==> src/rtl/mem_dump_pkg.sv <==
// Shared state encoding and byte/word constants for the memory dump readback path.
package mem_dump_pkg;

  typedef enum logic [2:0] {
    IDLE,
    READ,
    WAIT,
    SEND,
    DONE
  } dump_state_t;

  localparam int BYTES_PER_WORD = 4;
  localparam int BYTE_W         = 8;

endpackage

==> src/rtl/dump_byte_shifter.sv <==
// Holds one memory read result and hands it out LSB-first, one byte per shift.
// Load takes effect next cycle; shift only advances while beats remain, so a stalled consumer simply holds the byte.
module dump_byte_shifter
  import mem_dump_pkg::*;
(
  input  logic              i_clk,
  input  logic              i_rstn,
  input  logic              i_load,
  input  logic              i_word,
  input  logic [31:0]       i_rdata,
  input  logic              i_shift,
  output logic [BYTE_W-1:0] o_byte_out,
  output logic              o_last
);

  logic [31:0] r_buf;
  logic [2:0]  r_nb;

  always_ff @(posedge i_clk) begin
    if (!i_rstn) begin
      r_buf <= '0;
      r_nb  <= '0;
    end else if (i_load) begin
      // Byte reads only carry data in [7:0]; the upper bits are never emitted.
      r_buf <= i_rdata;
      r_nb  <= i_word ? 3'(BYTES_PER_WORD) : 3'd1;
    end else if (i_shift && (r_nb != 3'd0)) begin
      r_buf <= r_buf >> BYTE_W;
      r_nb  <= r_nb - 3'd1;
    end
  end

  assign o_byte_out = r_buf[BYTE_W-1:0];
  assign o_last     = (r_nb == 3'd1);

endmodule

==> src/rtl/mem_dump_reader.sv <==
// Streams a memory region out little-endian over a byte valid/ready port, word reads where aligned.
// First read one cycle after start, first byte three cycles after; tx_ready low freezes the current byte.
module mem_dump_reader
  import mem_dump_pkg::*;
#(
  parameter int ADDR_W = 32,
  parameter int LEN_W  = 7
) (
  input  logic              i_clk,
  input  logic              i_rstn,
  input  logic              i_start,
  input  logic [ADDR_W-1:0] i_base_addr,
  input  logic [LEN_W-1:0]  i_len,
  output logic              o_busy,
  output logic              o_done,
  output logic              o_mem_rd_en,
  output logic [ADDR_W-1:0] o_mem_addr,
  output logic              o_mem_words,
  input  logic [31:0]       i_mem_rdata,
  output logic [7:0]        o_tx_data,
  output logic              o_tx_valid,
  input  logic              i_tx_ready
);

  dump_state_t r_state;
  dump_state_t w_next;

  logic [ADDR_W-1:0] r_base;
  logic [LEN_W-1:0]  r_len;
  logic [LEN_W-1:0]  r_ci;
  logic              r_word;

  logic [ADDR_W-1:0] w_addr;
  logic [LEN_W-1:0]  w_remaining;
  logic              w_word_ok;
  logic              w_accept;
  logic              w_last;
  logic [7:0]        w_byte;

  assign w_addr      = r_base + ADDR_W'(r_ci);
  assign w_remaining = r_len - r_ci;
  assign w_word_ok   = (w_remaining >= LEN_W'(BYTES_PER_WORD)) && (w_addr[1:0] == 2'b00);
  assign w_accept    = (r_state == SEND) && i_tx_ready;

  always_comb begin
    w_next = r_state;
    case (r_state)
      IDLE: begin
        if (i_start) begin
          w_next = (i_len == '0) ? DONE : READ;
        end
      end
      READ: w_next = WAIT;
      WAIT: w_next = SEND;
      SEND: begin
        if (w_accept && w_last) begin
          w_next = ((r_ci + LEN_W'(1)) == r_len) ? DONE : READ;
        end
      end
      DONE:    w_next = IDLE;
      default: w_next = IDLE;
    endcase
  end

  always_ff @(posedge i_clk) begin
    if (!i_rstn) begin
      r_state <= IDLE;
      r_base  <= '0;
      r_len   <= '0;
      r_ci    <= '0;
      r_word  <= 1'b0;
    end else begin
      r_state <= w_next;
      if ((r_state == IDLE) && i_start) begin
        r_base <= i_base_addr;
        r_len  <= i_len;
        r_ci   <= '0;
      end
      // Access width is decided at issue time and must stay fixed until the data lands.
      if (r_state == READ) begin
        r_word <= w_word_ok;
      end
      if (w_accept) begin
        r_ci <= r_ci + LEN_W'(1);
      end
    end
  end

  dump_byte_shifter u_shifter (
    .i_clk      (i_clk),
    .i_rstn     (i_rstn),
    .i_load     (r_state == WAIT),
    .i_word     (r_word),
    .i_rdata    (i_mem_rdata),
    .i_shift    (w_accept),
    .o_byte_out (w_byte),
    .o_last     (w_last)
  );

  assign o_busy      = (r_state == READ) || (r_state == WAIT) || (r_state == SEND);
  assign o_done      = (r_state == DONE);
  assign o_mem_rd_en = (r_state == READ);
  assign o_mem_addr  = w_addr;
  assign o_mem_words = (r_state == READ) && w_word_ok;
  assign o_tx_valid  = (r_state == SEND);
  assign o_tx_data   = w_byte;

endmodule

==> config.mk <==
export PLATFORM = sky130hd
export DESIGN_NAME = mem_dump_reader
export DESIGN_NICKNAME = d
export VERILOG_FILES = /design/src/rtl/mem_dump_pkg.sv /design/src/rtl/dump_byte_shifter.sv /design/src/rtl/mem_dump_reader.sv
export SDC_FILE = /design/constraint.sdc
export NUM_CORES = 1
export LEC_CHECK = 0
export BUFFER_PORTS_ARGS = -buffer_cell sky130_fd_sc_hd__buf_2
export CAP_MARGIN = 0
export CORE_MARGIN = 3
export CORE_UTILIZATION = 58
export DETAILED_ROUTE_END_ITERATION = 8
export GPL_TIMING_DRIVEN = 0
export PLACE_DENSITY = 0.82
export SLEW_MARGIN = 20
export SYNTH_ARGS = -nofsm -noshare
export SYNTH_HDL_FRONTEND = slang
export SYNTH_SLANG_ARGS = --single-unit
==> constraint.sdc <==
create_clock -name i_clk -period 5.1 [get_ports i_clk]
set_input_delay 1.02 -clock i_clk [delete_from_list [all_inputs] [get_ports i_clk]]
set_output_delay 1.02 -clock i_clk [all_outputs]
set_load 0.005 [all_outputs]
# ---- Word level (Yosys, flattened, before mapping)
# Index checks and enable logic that the tools add are counted.
dict set report totals {
  regBits 85
  latchBits 0
  mem_bits_rw 0
  rom_bits 0
  in_bits 75
  output_inout_bits 45
  elab_cells 47
  memories 0
}
dict set report op_classes {
  add_sub_neg 4
  multipliers 0
  n_div 0
  order_cmp 1
  n_eq_ne 8
  n_shift 0
  mux 12
  bitwise_logic 0
  n_reduce_logical 15
}
# cell n
set op_table {}
lappend op_table {{two-way mux 32 bit} 2}
lappend op_table {{adder 32 x 7 -> 32 bit} 1}
lappend op_table {{two-way mux 3 bit} 7}
lappend op_table {{two-way mux 7 bit} 2}
lappend op_table {{case mux 3 bit (4 select lines)} 1}
lappend op_table {{adder 7 x 1 -> 7 bit, second input constant} 1}
lappend op_table {{== test 7 bit} 1}
lappend op_table {{greater-or-equal comparator 7 x 3 -> 1 bit, second input constant} 1}
lappend op_table {{zero test 7 bit} 1}
lappend op_table {{subtractor 7 bit} 1}
lappend op_table {{== test 3 x 1 -> 1 bit, second input constant} 2}
lappend op_table {{== test 3 x 2 -> 1 bit, second input constant} 2}
lappend op_table {{logical AND 1 bit} 6}
lappend op_table {{nonzero test 2 bit} 2}
lappend op_table {{== test 3 bit, second input constant} 1}
lappend op_table {{zero test 3 bit} 1}
lappend op_table {{nonzero test 3 bit} 1}
lappend op_table {{subtractor 3 x 1 -> 3 bit, second input constant} 1}
lappend op_table {{zero test 2 bit} 1}
lappend op_table {{logical OR 1 bit} 2}
lappend op_table {{!= test 2 x 1 -> 1 bit, second input constant} 1}
lappend op_table {{!= test 2 bit, second input constant} 1}
lappend op_table {{AND reduction 2 bit} 1}

# ---- Longest topological paths before layout
# Gate-level depths: netlist of the first run.
dict set report depth {
  depth_word 5
  depth_mapped 9
  depth_no_buf 8
}

# ---- By module
# A second synthesis of the first run with hierarchy kept.
dict set report unflattened {
  cells_unflattened 619
  area_unflattened_um2 5117.4
}
# mod instances cells_per_inst area_per_inst_um2 seq_area_each_um2
set by_module_without_submodules {}
lappend by_module_without_submodules {mem_dump_reader 1 404 3196.8 1001.0}
lappend by_module_without_submodules {dump_byte_shifter 1 215 1920.6 700.7}

# ---- Worst setup path after synthesis of the first run
# OpenSTA, ideal clock, no wires.
dict set report synth_path {
  path_type {reg-to-output}
  from {register r_ci[0]}
  to {output o_mem_addr[28]}
  arrival_ns 2.087
  required_ns 4.080
  setup_slack_ns 1.993
  path_stages_with_launch 10
  path_buffers 1
  path_cell_list {dfxtp_1 -> ha_1 -> inv_1 -> fa_1 -> nor2b_1 -> o31a_1 -> o21ba_2 -> clkbuf_1 -> o2111ai_1 -> xnor2_1}
}
dict set report synth_via {
  elab_chain_cells 1
}
# element line
set synth_lines {}
lappend synth_lines {{start: declaration} mem_dump_reader.sv:30} ;# logic [LEN_W-1:0] r_ci;
lappend synth_lines {{start signal: assignment} mem_dump_reader.sv:84} ;# r_ci <= r_ci + LEN_W'(1);
lappend synth_lines {{adder 32 x 7 -> 32 bit} mem_dump_reader.sv:40} ;# assign w_addr = r_base + ADDR_W'(r_ci);
lappend synth_lines {{end: declaration} mem_dump_reader.sv:17} ;# output logic [ADDR_W-1:0] o_mem_addr,
# No other way between the ends.

# ---- Worst setup path in the final report of the first run
dict set report layout_path {
  from {register r_ci[0]}
  to {output o_mem_addr[22]}
}
# The elaborated chain is that of the path after synthesis.

==> results.json, run 1 <==
{
  "cts_tree": "built",
  "grtUsageTotal": 0.257,
  "p_per_area_nw_per_um2": 274,
  "num_rows": 32,
  "leakage_nw": 2.67,
  "cts.repair.resized": 0,
  "portBuffers": 119,
  "max_freq_mhz": 244,
  "fin_skew_ns": 0.0104,
  "n_antenna_cell": 0,
  "cts_hold_buf": 0,
  "clock_path_buffers": 2,
  "synth_compound_area_frac": 0.213,
  "r2r_cells": 8,
  "wire_per_inst_um": 15.0,
  "cpPeakStageDelay_ns": 0.50,
  "synth-simple-area-share": 0.199,
  "initial_core_util": 0.609,
  "grt_use_met1": 0.320,
  "rsz0062_at_grt": "false",
  "reg2reg_slack_ns": 2.53,
  "placed_cells": 788,
  "via_count": 4547,
  "drv_cap": 0,
  "hp-class": "flop to flop",
  "max_slew_margin": 0.483,
  "critPathCaptureType": "output pin",
  "yosysSeqAreaShare": 0.354,
  "ys_warn_count": 0,
  "htree_levels": 3,
  "cts_buffers": 9,
  "netlist_top_cells_area": "dfxtp_1 35%, nand2_1 8.9%, a21boi_0 7.0%, xnor2_1 5.3%, mux2i_1 5.2%",
  "die-area_um2": 9420,
  "ir_worst_vdd_v": 0.000160,
  "drive_gt1_frac": 0.238,
  "ys_seq_elements": 85,
  "ant_nets": 0,
  "met2_usage": 0.445,
  "r2r-end": "r_word",
  "place_congestion": 0.905,
  "nNetsFinal": 790,
  "synthesis.nets": 660,
  "synth_top_area_cell": "dfxtp_1",
  "clock-root-buffer": "clkbuf_8",
  "synth_top_area_frac": 0.354,
  "grtUsageMet3": 0.0404,
  "tns_ns": 0,
  "hold_start": "r_len[0]",
  "clk_latency_ns": 0.36,
  "hold_depth": 2,
  "synth_edf_count": 0,
  "cts_setup_buffers": 0,
  "hold-path-endpoint": "r_len[0]",
  "synth_fa_ha_area_frac": 0.0484,
  "yosysMostFrequentCell": "nand2_1",
  "critPathKind": "flop to output pin",
  "fill_cells": 640,
  "muxShareOfSynthArea": 0.0521,
  "maxSlewViolCount": 0,
  "start_kind": "flop",
  "synth_top_family_by_area": "compound AO/OA/AOI/OAI gates",
  "via_per_inst": 5.66,
  "final_core_util": 0.724,
  "synth_flop_cell": "dfxtp_1",
  "hpwl_um": 9300,
  "die_w_um": 97.0,
  "finalHoldViolations": 0,
  "drt-initial-drc-count": 245,
  "first_pass_iters": 6,
  "numClockSinks": 85,
  "totalWireLength_um": 12100,
  "period_minus_slack_ns": 4.11,
  "dieHeight_um": 97.0,
  "synth-xor-area-share": 0.0690,
  "drc": 0,
  "path_cells": "ha_1 -> inv_1 -> fa_1 -> nor2b_1 -> o31a_1 -> o21ba_2 -> clkbuf_1 -> o211ai_1 -> xnor2_1 -> buf_2",
  "setup_violations": 0,
  "cp_slowest_cell": "dfxtp_1",
  "finalCritPeriodShare": 0.805,
  "stdcell_count": 804,
  "postSynthCellCount": 567,
  "grt_pass1_vias": 4448,
  "ios": 120,
  "grt_first_pass_wirelength_um": 20300,
  "overflow": 0,
  "core_area_um2": 7890,
  "tightest_slew_ns": 0.765,
  "grt_max_degree": 17,
  "r2r_start": "r_ci[2]",
  "synth_common_cells": "114 x nand2_1, 85 x dfxtp_1, 45 x a21boi_0",
  "hold_ws_ns": 0.471,
  "synthArstFlopShare": 0,
  "area_growth_pct": 18.8,
  "path_max_fanout": 10,
  "ys_types": 53,
  "outcome": "completed",
  "syn_avg_cell_area_um2": 8.48,
  "antenna_found_initial": 0,
  "syn_area_um2": 4810,
  "worstPathArrival_ns": 3.09,
  "path_clk_slew_ns": 0.09,
  "top_usage_layer": "met2",
  "critical_path.startpoint": "r_ci[0]",
  "required_ns": 4.08
}
-- registers in the layout, indices dropped and copies added (netlist names) --
register,count
r_ci,7
r_len,7
r_state,3
r_base,32
u_shifter.r_nb,3
r_word,1
u_shifter.r_buf,32
-- metal layers --
metal	routed length [µm]	share of wire
met2	5940	0.49
met4	280	0.023
met1	5080	0.42
met5	0	0
met3	768	0.064
-- cell families (layout without fill, tap and decap cells) --
kind of cell / Yosys count / in the layout
AO/OA/AOI/OAI: 136 / 136
XOR/XNOR: 37 / 37
adder cells (fa/ha/maj): 18 / 18
buffers and inverters: 65 / 200
flip-flops: 85 / 85
multiplexers: 25 / 25
AND/OR/NAND/NOR: 201 / 201
-- critical path: cells and delay by family, from the launching register on --
family                   cells  cell delay, ns
adder cells (fa/ha/maj)      2            0.66
XOR/XNOR                     1            0.22
buffers and inverters        3            0.60
AND/OR/NAND/NOR              1            0.17
flip-flops                   1            0.50
AO/OA/AOI/OAI                3            0.58
-- layout by cell type (no fill, tap or decap), drive strengths merged, types with 14 or more instances in the layout --
cell type | Yosys | final
inv | 17 | 20
o21ai | 17 | 17
dfxtp | 85 | 85
nand2 | 114 | 114
mux2i | 25 | 25
buf | 25 | 144
xnor2 | 29 | 29
a21boi | 45 | 45
o211a | 24 | 24
nor2b | 14 | 14
ha | 17 | 17
clkbuf | 23 | 32
-- worst max path at each step --
stage	endpoint	slack, ns
after floorplan	o_mem_addr[28]	1.99
after global placement	o_mem_addr[28]	1.51
after detailed placement	o_mem_addr[28]	1.48
after CTS	o_mem_addr[22]	1.03
after global routing	o_mem_addr[22]	0.79
final	o_mem_addr[22]	0.99
-- through the flow --
stage                     area, µm²  power, mW  setup slack, ns
after floorplan                4810       1.00             1.99
after global placement         5530       1.12             1.51
after detailed placement       5530       1.13             1.48
after CTS                      5710       1.58             1.03
after global routing           5710       1.66            0.793
final                          5710       1.57            0.994
-- power breakdown --
| group | switching, mW | leakage [nW] | internal, mW |
|---|---|---|---|
| Sequential | 0.0443 | 0.695 | 0.722 |
| Combinational | 0.186 | 1.90 | 0.167 |
| Clock | 0.266 | 0.0829 | 0.183 |
-- cell type report --
type | instances | area (µm²) | area share
Buffer | 48 | 243 | 0.0425
Clock buffer | 9 | 124 | 0.0217
Clock inverter | 7 | 57.6 | 0.0101
Inverter | 17 | 63.8 | 0.0112
Multi-Input combinational cell | 417 | 2800 | 0.490
Sequential cell | 85 | 1700 | 0.298
Tap cell | 102 | 128 | 0.0223
Timing Repair Buffer | 119 | 596 | 0.104
No activity file was read; power rests on OpenSTA's default activity.
==> run 2: changes to the inputs <==
--- a/config.mk
+++ b/config.mk
@@ -8,10 +8,10 @@
 export BUFFER_PORTS_ARGS = -buffer_cell sky130_fd_sc_hd__buf_2
 export CAP_MARGIN = 0
 export CORE_MARGIN = 3
-export CORE_UTILIZATION = 58
+export CORE_UTILIZATION = 54
 export DETAILED_ROUTE_END_ITERATION = 8
 export GPL_TIMING_DRIVEN = 0
-export PLACE_DENSITY = 0.82
+export PLACE_DENSITY = 0.77
 export SLEW_MARGIN = 20
 export SYNTH_ARGS = -nofsm -noshare
 export SYNTH_HDL_FRONTEND = slang
==> constraint.sdc (replaced) <==
create_clock -name i_clk -period 3.9 [get_ports i_clk]
set_input_delay 0.78 -clock i_clk [delete_from_list [all_inputs] [get_ports i_clk]]
set_output_delay 0.78 -clock i_clk [all_outputs]
set_load 0.005 [all_outputs]
==> run 2 against run 1 <==
Sequential power up 31%. Largest power group unchanged. Largest cell class unchanged. Worst hold slack better by 0.0044 ns. Non-clock buffer count down 1. Final area up 0.70%. Die area up 6.9%. Global-route usage down 0.10 points. Combinational power up 32%. Cell count up 0.25%. Flip-flop and latch count unchanged.
==> results.json, run 2 (synthesis gave the netlist of run 1 again) <==
{
  "outcome": "completed",
  "finalHoldViolations": 0,
  "tightest_slew_ns": 0.809,
  "path_cells": "ha_1 -> inv_1 -> fa_1 -> nor2b_1 -> o31a_1 -> o21ba_2 -> o2111ai_1 -> xnor2_1 -> buf_2",
  "tns_ns": 0,
  "grt_first_pass_wirelength_um": 20900,
  "nNetsFinal": 789,
  "cts_setup_buffers": 0,
  "cts_buffers": 9,
  "totalWireLength_um": 12500,
  "wire_per_inst_um": 15.5,
  "n_antenna_cell": 0,
  "htree_levels": 3,
  "rsz0062_at_grt": "false",
  "met2_length_um": 6020,
  "cts_tree": "built",
  "core_area_um2": 8420,
  "overflow": 0,
  "required_ns": 3.12,
  "worst-path-buf-inv": 2,
  "cpPeakStageDelay_ns": 0.49,
  "max_slew_margin": 0.459,
  "path_max_fanout": 13,
  "max_freq_mhz": 278,
  "clk_latency_ns": 0.36,
  "placed_cell_area_um2": 5530,
  "area_growth_pct": 19.7,
  "cts_hold_buf": 0,
  "drt-initial-drc-count": 211,
  "highest_layer": "met4",
  "clock-root-buffer": "clkbuf_8",
  "portBuffers": 119,
  "leakage_nw": 2.70,
  "fill_cells": 714,
  "setup_violations": 0,
  "grtUsageTotal": 0.256,
  "num_rows": 33,
  "wl_met1_um": 5260,
  "wl_met3_um": 865,
  "ios": 120,
  "first_pass_iters": 5,
  "place_congestion": 0.931,
  "drv_cap": 0,
  "antenna_found_initial": 0,
  "ant_nets": 0,
  "critPathKind": "flop to output pin",
  "initial_core_util": 0.571,
  "period_minus_slack_ns": 3.60,
  "cp_slowest_cell": "dfxtp_1",
  "maxSlewViolCount": 0,
  "drive_gt1_frac": 0.238,
  "ir_worst_vdd_v": 0.000198,
  "hpwl_um": 9520,
  "p_per_area_nw_per_um2": 376,
  "finalCritPeriodShare": 0.923,
  "via_count": 4544,
  "reg_top3": "r_base: 32 flops, u_shifter.r_buf: 32 flops",
  "die-area_um2": 10100,
  "layout_commonest_cell": "buf_2",
  "mostFrequentLayoutCells": "133 x buf_2, 114 x nand2_1, 85 x dfxtp_1, 45 x a21boi_0, 29 x xnor2_1",
  "worstPathArrival_ns": 2.82,
  "via_per_inst": 5.64,
  "path_delay_family": "adder cells",
  "hp-class": "flop to flop",
  "grt_max_degree": 16,
  "clock_path_buffers": 2,
  "start_kind": "flop",
  "die_w_um": 100,
  "grt_pass1_vias": 4579,
  "cts.repair.resized": 0,
  "numClockSinks": 85,
  "drc": 0,
  "postLayoutCellArea_um2": 5750,
  "critPathCaptureType": "output pin",
  "dieHeight_um": 100,
  "path_clk_slew_ns": 0.09,
  "fin_skew_ns": 0.00765
}
run 2: cell types whose count changed in the layout (fill, tap and decap cells not counted), sizes merged:
cell,previous run,this run
bufinv,0,2
clkbuf,32,31
clkinv,1,2
clkinvlp,3,2
inv,20,18
run 2: area by class of cell:
cell class                 instances  area, µm²  area share
sequential                        85       1700       0.296
buffer                            47        239      0.0415
clock buffer                       9        124      0.0215
inverter                          17       63.8      0.0111
clock inverter                     7       97.6      0.0170
tap                              105        131      0.0228
timing repair buffer             119        596       0.104
multi-input combinational        417       2800       0.487
run 2: worst paths after layout:
| kind | cells after the start | from | end | slack [ns] |
|---|---|---|---|---|
| max | 9 | r_ci[0] | o_mem_addr[26] | 0.30 |
| min | 2 | r_base[15] | r_base[15] | 0.48 |
| max reg2reg | 8 | r_ci[2] | r_word | 1.36 |
| min reg2reg | 2 | r_base[15] | r_base[15] | 0.48 |
run 2: worst min-delay path, stage by stage (launching register included):
cell and delay (ns):
dfxtp_1 0.32, nand2_1 0.05, a21boi_0 0.06
run 2: where the power goes:
part / internal [mW] / switching [mW]
combinational: 0.218 / 0.246
sequential: 0.944 / 0.0581
clock: 0.363 / 0.336
run 2: per-stage QoR:
| step | cells | hold slack (ns) | power (mW) | utilization | worst slack [ns] |
|---|---|---|---|---|---|
| 2_1_floorplan | 567 | 0.443 | 1.31 | - | 1.03 |
| 3_3_place_gp | 791 | 0.454 | 1.46 | 0.657 | 0.488 |
| 3_5_place_dp | 791 | 0.463 | 1.48 | 0.657 | 0.451 |
| 4_1_cts | 807 | 0.476 | 2.17 | 0.683 | 0.0518 |
| 5_1_grt | 806 | 0.512 | 2.28 | 0.683 | 0.0407 |
| 6_report | 806 | 0.476 | 2.16 | 0.683 | 0.299 |
run 2: metal layers:
| metal | vias to the layer above | global-route usage |
|---|---|---|
| met5 | - | 0 |
| li1 | 2232 | - |
| met1 | 2119 | 0.321 |
| met2 | 165 | 0.428 |
| met4 | 0 | 0.103 |
| met3 | 28 | 0.0528 |
==> run 3: changes to the inputs <==
--- a/config.mk
+++ b/config.mk
@@ -5,13 +5,14 @@
 export SDC_FILE = /design/constraint.sdc
 export NUM_CORES = 1
 export LEC_CHECK = 0
+export ABC_AREA = 1
 export BUFFER_PORTS_ARGS = -buffer_cell sky130_fd_sc_hd__buf_2
-export CAP_MARGIN = 0
 export CORE_MARGIN = 3
 export CORE_UTILIZATION = 54
 export DETAILED_ROUTE_END_ITERATION = 8
 export GPL_TIMING_DRIVEN = 0
 export PLACE_DENSITY = 0.77
+export REMOVE_ABC_BUFFERS = 1
 export SLEW_MARGIN = 20
 export SYNTH_ARGS = -nofsm -noshare
 export SYNTH_HDL_FRONTEND = slang
==> run 3 against run 2 <==
Combinational power grew to 2.9 times the previous value. Core utilization is 3.8 points lower. Synthesized cell count is 18% higher. Die area is 2.0% higher. Critical endpoint is now o_mem_addr[28]. Largest power group is now combinational logic. Clock power is 13% lower. Synthesized area is 2.1% higher. Maximum frequency is 0.94% lower. Setup slack worse by 0.034 ns. Critical path depth is 3 higher. Sequential power is 28% higher.
==> results.json, run 3 <==
{
  "path_delay_family": "simple AND/OR/NAND/NOR gates",
  "synth_top_family_by_area": "simple AND/OR/NAND/NOR gates",
  "path_clk_slew_ns": 0.09,
  "synth-xor-area-share": 0.0535,
  "hold-path-endpoint": "u_shifter.r_buf[26]",
  "hpwl_um": 8920,
  "internal-power_mw": 1.90,
  "grt_pass1_vias": 4334,
  "htree_levels": 3,
  "overflow": 0,
  "synth_top_area_frac": 0.347,
  "cts_tree": "built",
  "leakage_nw": 2.45,
  "tns_ns": 0,
  "grtUsageTotal": 0.234,
  "synth_flop_cell": "dfxtp_1",
  "setup_violations": 0,
  "synth_edf_count": 0,
  "max_freq_mhz": 275,
  "cts_buffers": 9,
  "cts_setup_buffers": 0,
  "synth_top_area_cell": "dfxtp_1",
  "mostFrequentLayoutCells": "168 x nand2_1, 119 x buf_2, 85 x dfxtp_1, 69 x a21oi_1, 63 x inv_1",
  "syn_avg_cell_area_um2": 7.32,
  "cpPeakStageDelay_ns": 0.48,
  "synth_common_cells": "169 x nand2_1, 85 x dfxtp_1, 69 x a21oi_1",
  "dieHeight_um": 101,
  "ant_nets": 0,
  "numClockSinks": 85,
  "start_kind": "flop",
  "critPathKind": "flop to output pin",
  "r2r-end": "r_base[11]",
  "die-area_um2": 10300,
  "nNetsFinal": 859,
  "drt-initial-drc-count": 161,
  "rsz0062_at_grt": "false",
  "n_antenna_cell": 0,
  "core_area_um2": 8760,
  "max_slew_margin": 0.464,
  "final_core_util": 0.645,
  "r2r_cells": 7,
  "netlist_top_cells_area": "dfxtp_1 35%, nand2_1 13%, a21oi_1 7.0%, a311oi_2 4.9%, inv_1 4.9%",
  "first_pass_iters": 5,
  "yosysSeqAreaShare": 0.347,
  "ios": 120,
  "clock_path_buffers": 2,
  "clk_latency_ns": 0.37,
  "p_sw_frac": 0.414,
  "worstPathArrival_ns": 2.86,
  "synthArstFlopShare": 0,
  "grt_first_pass_wirelength_um": 19500,
  "num_rows": 34,
  "via_per_inst": 5.35,
  "synth-simple-area-share": 0.263,
  "hp-class": "flop to flop",
  "maxSlewViolCount": 0,
  "area_growth_pct": 15.1,
  "pwr-share-seq": 0.395,
  "ys_seq_elements": 85,
  "critPathCaptureType": "output pin",
  "p_per_area_nw_per_um2": 575,
  "reg_top3": "r_base: 32 flops, u_shifter.r_buf: 32 flops",
  "place_congestion": 0.931,
  "wire_per_inst_um": 13.6,
  "outcome": "completed",
  "netSwitchingPower_mw": 1.34,
  "required_ns": 3.12,
  "drive_gt1_frac": 0.241,
  "tightest_slew_ns": 0.802,
  "fin_skew_ns": 0.00948,
  "syn_area_um2": 4910,
  "reg2reg_slack_ns": 1.57,
  "worst-path-buf-inv": 2,
  "muxShareOfSynthArea": 0,
  "antenna_found_initial": 0,
  "critical_path.startpoint": "r_ci[0]",
  "initial_core_util": 0.560,
  "finalCritPeriodShare": 0.932,
  "drv_cap": 0,
  "hold_start": "u_shifter.r_buf[26]",
  "path_max_fanout": 8,
  "hold_depth": 2,
  "clock-root-buffer": "clkbuf_8",
  "die_w_um": 101,
  "grt_max_degree": 49,
  "synth_compound_area_frac": 0.186,
  "crit_top_cell": "nor2_1",
  "ir_worst_vdd_v": 0.000324,
  "layout_commonest_cell": "nand2_1",
  "finalHoldViolations": 0,
  "period_minus_slack_ns": 3.64,
  "p_comb_frac": 0.417,
  "portBuffers": 119,
  "synth_fa_ha_area_frac": 0.0474,
  "drc": 0,
  "postSynthCellCount": 671,
  "yosysMostFrequentCell": "nand2_1",
  "via_count": 4704,
  "path_cells": "ha_1 -> inv_1 -> fa_1 -> o21ai_2 -> nand3_1 -> nand2_1 -> nand4_1 -> nor2_1 -> nand2_1 -> nor2_1 -> nor2_1 -> buf_2",
  "ys_types": 41,
  "totalWireLength_um": 11900,
  "pwr-share-clk": 0.188,
  "r2r_start": "r_state[0]",
  "cp_slowest_cell": "dfxtp_1",
  "ys_warn_count": 0
}
run 3: changes by cell type after synthesis, sizes merged, moves of 18 or more:
cell and change:
o21ai +27, inv +51, mux2i -25, nand3 +29, o211a -23, nand2 +56, a21boi -45, xnor2 -25
xor2 +18, a21oi +58, nor2 +39
run 3: worst reg2reg max path, cell delays in order, from the launching register on:
cell	delay [ns]
dfxtp_1	0.36
nor2_1	0.18
inv_1	0.12
nor2_2	0.57
nand2_2	0.39
buf_12	0.30
o21ai_0	0.24
a21oi_1	0.06
run 3: worst max-delay path by stage:
stage                          end  slack, ns  depth (start not counted)
floorplan           o_mem_addr[28]       1.11                         11
global placement           r_ci[5]       0.57                          8
detailed placement  o_mem_addr[28]       0.55                         12
CTS                 o_mem_addr[28]       0.15                         12
global route        o_mem_addr[28]       0.02                         12
finish              o_mem_addr[28]       0.26                         12
run 3: power groups by stage:
stage	combinational (mW)	sequential [mW]	clock (mW)
after floorplan	0.937	1.26	0
after global placement	1.28	1.29	0
after detailed placement	1.36	1.30	0
after CTS	1.36	1.28	0.629
after global routing	1.52	1.31	0.659
final	1.36	1.28	0.610
run 3: area by class of cell:
cell class	count	area, µm²
fillers	807	3110
multi-input cells	480	2710
flip-flops and latches	85	1700
repair buffers	122	651
inverters	68	265
clock buffers	11	151
well taps	108	135
clock inverters	5	40.0
run 3: kinds of logic after synthesis:
group,after synthesis
flops,85
simple gates,288
buf+inv,106
fa+ha+maj,18
compound gates,144
xor+xnor,30
run 3: layer usage:
metal / share of wire / track usage / vias up
li1: - / - / 2409
met1: 0.44 / 0.290 / 2140
met2: 0.48 / 0.404 / 133
met3: 0.068 / 0.0585 / 22
met4: 0.015 / 0.0613 / 0
met5: 0 / 0 / -
run 3: timing repair:
item,4_1_cts,5_1_grt
gates resized for setup,0,1
hold buffers,0,0
setup endpoints to repair,0,2
run 3: through the flow:
step	instances	cell area, µm²	setup slack [ns]	power [mW]	hold slack (ns)
final	879	5650	0.265	3.25	0.465
after global routing	879	5650	0.0230	3.49	0.493
after CTS	879	5650	0.149	3.27	0.467
after detailed placement	863	5460	0.551	2.65	0.454
after global placement	860	5400	0.572	2.56	0.446
after floorplan	633	4670	1.11	2.20	0.435
